### src/rtl/mdu_iter.sv
`default_nettype none
// ============================================================================
// Module      : mdu_iter
// Description : Iterative 32-bit multiply/divide unit owning the HI/LO
//               registers (shift-add multiply, restoring divide, MTHI/MTLO).
// Revision    : 1.0 - initial release
// ============================================================================
module mdu_iter (
    input  logic        clk,
    input  logic        rst,
    input  logic        start,
    input  logic [2:0]  MDUOp,
    input  logic [31:0] A,
    input  logic [31:0] B,
    output logic [31:0] HI,
    output logic [31:0] LO,
    output logic        busy,
    output logic        done
);

    localparam logic [1:0] S_IDLE   = 2'd0;
    localparam logic [1:0] S_CALC   = 2'd1;
    localparam logic [1:0] S_DONE   = 2'd2;

    localparam logic [2:0] OP_MULT  = 3'd1;
    localparam logic [2:0] OP_MULTU = 3'd2;
    localparam logic [2:0] OP_DIV   = 3'd3;
    localparam logic [2:0] OP_DIVU  = 3'd4;
    localparam logic [2:0] OP_MTHI  = 3'd5;
    localparam logic [2:0] OP_MTLO  = 3'd6;

    logic [1:0]  r_state;
    logic [5:0]  r_cnt;
    logic [63:0] r_acc;        // multiply: {partial, multiplier}; divide: {rem, quot}
    logic [31:0] r_opnd;       // multiplicand or divisor magnitude
    logic [31:0] r_dividend;
    logic        r_is_div;
    logic        r_neg_lo;
    logic        r_neg_hi;
    logic        r_div0;
    logic [31:0] r_hi;
    logic [31:0] r_lo;
    logic        r_busy;
    logic        r_done;

    logic        w_accept;
    logic        w_signed;
    logic        w_is_div_op;
    logic [31:0] w_abs_a;
    logic [31:0] w_abs_b;
    logic [32:0] w_sum;
    logic [32:0] w_trial;
    logic [63:0] w_mul_nxt;
    logic [63:0] w_div_nxt;
    logic [63:0] w_acc_nxt;
    logic [63:0] w_prod;
    logic [31:0] w_quot;
    logic [31:0] w_rem;

    assign w_accept    = start && (r_state != S_CALC) &&
                         (MDUOp >= OP_MULT) && (MDUOp <= OP_MTLO);
    assign w_signed    = (MDUOp == OP_MULT) || (MDUOp == OP_DIV);
    assign w_is_div_op = (MDUOp == OP_DIV) || (MDUOp == OP_DIVU);
    assign w_abs_a     = (w_signed && A[31]) ? -A : A;
    assign w_abs_b     = (w_signed && B[31]) ? -B : B;

    assign w_sum       = {1'b0, r_acc[63:32]} + {1'b0, r_opnd};
    assign w_mul_nxt   = r_acc[0] ? {w_sum, r_acc[31:1]} : {1'b0, r_acc[63:1]};

    // The partial remainder after the shift can need 33 bits for unsigned divisors.
    assign w_trial     = r_acc[63:31] - {1'b0, r_opnd};
    assign w_div_nxt   = w_trial[32] ? {r_acc[62:0], 1'b0}
                                     : {w_trial[31:0], r_acc[30:0], 1'b1};
    assign w_acc_nxt   = r_is_div ? w_div_nxt : w_mul_nxt;

    assign w_prod      = r_neg_lo ? -w_acc_nxt : w_acc_nxt;
    assign w_quot      = r_neg_lo ? -w_acc_nxt[31:0]  : w_acc_nxt[31:0];
    assign w_rem       = r_neg_hi ? -w_acc_nxt[63:32] : w_acc_nxt[63:32];

    always_ff @(posedge clk) begin
        if (rst) begin
            r_state    <= S_IDLE;
            r_cnt      <= 6'd0;
            r_acc      <= 64'd0;
            r_opnd     <= 32'd0;
            r_dividend <= 32'd0;
            r_is_div   <= 1'b0;
            r_neg_lo   <= 1'b0;
            r_neg_hi   <= 1'b0;
            r_div0     <= 1'b0;
            r_hi       <= 32'd0;
            r_lo       <= 32'd0;
            r_busy     <= 1'b0;
            r_done     <= 1'b0;
        end else begin
            case (r_state)
                S_IDLE, S_DONE: begin
                    r_done  <= 1'b0;
                    r_state <= S_IDLE;
                    if (w_accept) begin
                        case (MDUOp)
                            OP_MTHI: r_hi <= A;
                            OP_MTLO: r_lo <= A;
                            default: begin
                                r_state    <= S_CALC;
                                r_busy     <= 1'b1;
                                r_cnt      <= 6'd0;
                                r_is_div   <= w_is_div_op;
                                r_opnd     <= w_is_div_op ? w_abs_b : w_abs_a;
                                r_acc      <= {32'd0, (w_is_div_op ? w_abs_a : w_abs_b)};
                                r_neg_lo   <= w_signed && (A[31] ^ B[31]);
                                r_neg_hi   <= w_signed && A[31];
                                r_div0     <= (B == 32'd0);
                                r_dividend <= A;
                            end
                        endcase
                    end
                end
                S_CALC: begin
                    r_acc <= w_acc_nxt;
                    r_cnt <= r_cnt + 6'd1;
                    if (r_cnt == 6'd31) begin
                        if (!r_is_div) begin
                            r_hi <= w_prod[63:32];
                            r_lo <= w_prod[31:0];
                        end else if (r_div0) begin
                            r_hi <= r_dividend;
                            r_lo <= 32'hFFFF_FFFF;
                        end else begin
                            r_hi <= w_rem;
                            r_lo <= w_quot;
                        end
                        r_state <= S_DONE;
                        r_busy  <= 1'b0;
                        r_done  <= 1'b1;
                    end
                end
                default: r_state <= S_IDLE;
            endcase
        end
    end

    assign HI   = r_hi;
    assign LO   = r_lo;
    assign busy = r_busy;
    assign done = r_done;

endmodule
`default_nettype wire

### config.mk
export PLATFORM = sky130hd
export DESIGN_NAME = mdu_iter
export DESIGN_NICKNAME = d
export VERILOG_FILES = /design/src/rtl/mdu_iter.sv
export SDC_FILE = /design/constraint.sdc
export NUM_CORES = 1
export LEC_CHECK = 0
export CAP_MARGIN = 20
export CORE_MARGIN = 2
export CORE_UTILIZATION = 50
export DETAILED_ROUTE_END_ITERATION = 6
export MAX_ROUTING_LAYER = met4
export PLACE_DENSITY = 0.72
export SLEW_MARGIN = 20
export SYNTH_ARGS = -nofsm -noshare
export SYNTH_HDL_FRONTEND = slang
export SYNTH_SLANG_ARGS = --single-unit
### constraint.sdc
create_clock -name clk -period 5.15 [get_ports clk]
set_input_delay 1.03 -clock clk [delete_from_list [all_inputs] [get_ports clk]]
set_output_delay 1.03 -clock clk [all_outputs]
set_load 0.01 [all_outputs]
==> results of run 1 <==
## routing by layer
| metal | GRT usage | part of all wire | up-vias |
|---|---|---|---|
| met5 | - | 0 | - |
| met4 | 0.272 | 0.076 | 0 |
| li1 | - | - | 9826 |
| met1 | 0.534 | 0.38 | 10300 |
| met2 | 0.684 | 0.44 | 1277 |
| met3 | 0.0758 | 0.10 | 304 |
## placed cells by master (no fill, tap or decap), types with 16 or more instances in the layout
master	instances
nand3_1	96
a221oi_1	16
o31ai_1	28
ha_1	67
nand2_1	369
mux2_2	18
mux2i_1	39
inv_1	62
nand2b_1	17
nor2_1	230
a211oi_1	42
o21ai_0	162
or3_1	18
xor2_1	69
dfxtp_1	203
o21ai_1	19
nor3_1	65
and2_1	20
a21oi_1	300
clkdlybuf4s50_1	134
nor2b_1	16
and3_1	27
buf_4	156
nand4_1	25
clkbuf_16	26
o211ai_1	59
o21a_1	19
xnor2_1	98
a31oi_1	59
a21o_1	23
## report_power, final
group | switching [W] | internal (W)
Sequential | 0.000104 | 0.00170
Clock | 0.000823 | 0.00111
Combinational | 0.00166 | 0.000919
## cells in the mapped netlist, types with 59 or more instances
master | n | area share
nand2_1 | 369 | 0.075
a21oi_1 | 301 | 0.081
nor2_1 | 232 | 0.047
dfxtp_1 | 206 | 0.22
o21ai_0 | 163 | 0.044
clkbuf_1 | 142 | 0.029
xnor2_1 | 98 | 0.046
nand3_1 | 97 | 0.026
ha_1 | 69 | 0.047
xor2_1 | 69 | 0.033
nor3_1 | 66 | 0.018
inv_1 | 63 | 0.013
a31oi_1 | 59 | 0.020
o211ai_1 | 59 | 0.024
## registers in the layout (all words and copies together), names as in the netlist
name        flops
HI             32
LO             32
busy            1
done            1
r_acc          64
r_cnt           6
r_div0          1
r_dividend     32
r_is_div        1
r_neg_hi        1
r_neg_lo        1
r_opnd         32
r_state         2
## area by class of cell
cell class              instances  share of cell area
clock buffers                  34              0.0321
repair buffers                291               0.115
well taps                     468              0.0268
clock inverters                14             0.00779
multi-input cells            2164               0.618
inverters                      64              0.0110
flip-flops and latches        206               0.189
## worst max-delay path by stage
stage	end	slack, ps	cells past startpoint
after CTS	HI[10]	30	25
after global routing	HI[16]	-20	24
after floorplan	HI[16]	220	23
after detailed placement	HI[10]	-60	25
final	HI[26]	180	21
after global placement	HI[10]	80	25
## repair_timing
item / in CTS / in global routing
resized for setup: 1 / 22
setup buffers: 1 / 7
pin swaps: 1 / 15
setup endpoints to repair: 2 / 15
## tightest hold or removal path: stages (launching register included)
cell     delay [ps]
dfxtp_1         310
nand2_1          50
a21oi_1          50
## cells by family (layout without fill, tap and decap cells)
family          after synthesis  after routing  synth area share
simple gates                973            973             0.248
compound gates              896            896             0.314
buf+inv                     259            403            0.0552
flops                       206            206             0.223
xor+xnor                    167            167            0.0790
fa+ha+maj                    71             71            0.0488
mux                          57             57            0.0320
## stage by stage
stage	setup TNS [ps]	std cells	area, sq um	hold slack, ps	util
after floorplan	0	2629	18500	431	-
after global placement	0	3185	20800	440	0.571
after detailed placement	-117	3185	20800	447	0.571
after CTS	0	3234	21700	456	0.595
after global routing	-44.6	3241	21900	468	0.598
final	0	3241	21900	457	0.598
==> results.ini, run 1 <==
[run_status]
status = complete, but fails checks
violations = DRC

[yosys]
ys_async_sr_fraction = 0
ys_types = 115
yosysSeqAreaShare = 0.223
synth_ff_type = dfxtp_1
synthCells = 2629
ys_ff_latch = 206
synth_area_sq_mm = 0.0185
synth_edf_count = 0
yosys_warnings = 0
syn_nets = 2770
avgSynthCellArea_sq_um = 7.04

[sta]
skew_ps = 29.5
rsz0062_at_grt = yes
min_period_ps = 4970
final_hold_viol_count = 0
drv_slew = 0
tightest_slew_ps = 1130
fmax_mhz = 201
fin_ws_ps = 180
fin_crit_sh = 0.965
setup_violations = 0
slew_headroom = 0.244

[cells_and_area]
ff_latch_area_sq_mm = 0.00413
fillCellCount = 3503
areaGrowthSynthToFinish_pct = 18.0
num_antenna_cells = 0
nets = 2894
drive_gt1_frac = 0.116
multi_input_area_sq_mm = 0.0135

[min_path]
hold_end = r_dividend[18]
min_from = r_dividend[18]
hold_depth = 2
hold_class = register to register

[floorplan]
start_util = 0.507
die_x_um = 196
coreArea_sq_mm = 0.0365
dieArea_sq_mm = 0.0386
num_rows = 70
num_io_pins = 136
dieHeight_um = 196

[clock_network]
htreeDepth = 1
clock_sinks = 206
cts_hold_buf = 0
clock_latency_ps = 590
clkTransAtPathRegs_ps = 70
cts_tree = yes
cts_root_buffer = clkbuf_16
cts_made_buffers = 26
clockBufferDepth = 3

[pwr]
power.total_w = 0.00631
powerDensity_mw_per_mm2 = 289
ir_drop_mv = 0.267
p_leak_nw = 8.16

[worst_setup_path]
reg2reg_to = HI[26]
start_kind = register
r2r-start = r_acc[31]
cp-end-kind = register
timing.critical_path.from = r_acc[31]
worst-r2r-cell-count = 21
critPathMaxStageDelay_ps = 650
crit_fanout = 4
slowest_stage = or4_1
crit_family = simple AND/OR/NAND/NOR gates
crit_buf_inv = 2
arrival_ps = 5480
path_class = register to register
path_cells = inv_1, ha_2, inv_2, fa_2, a211oi_2, o211ai_1, and3_4, o211a_4, nor3_4, nor3_4, a21oi_2, ha_2, o211ai_1, or4_1, or4_1, nand2_1, mux2i_1, nor2_1, a31oi_1, a211o_1, a211oi_2
cp.required_ps = 5660
r2r_setup_slack_ps = 180

[drt]
first_pass_iters = 7
ant_nets = 0
wl_um = 85300
viasPerCell = 6.70
num_vias = 21700
routedWlPerCell_um = 26.3
drt_iter0_markers = 2568
drc = 1

[grt]
grtUsageTotal = 0.441
antenna_found_initial = 0
grt_pass1_wl_um = 125000
grt_overflow_total = 0
grt_pass1_vias = 20200
grt_max_degree = 77

[placed_design]
portBuffers = 135
post-place-ws_ps = -59.9
dpl.hpwl_um = 65600
routabilityCongestion = 1.08

[flow_run]
cap_violations = 0

Power figures use the tool's default switching activity.
==> run 2, diff against run 1 <==
CTS_CLUSTER_DIAMETER = 100   (was not set)
==> results of run 2 <==
The final DEF is identical to that of run 1; final timing and power are the same.
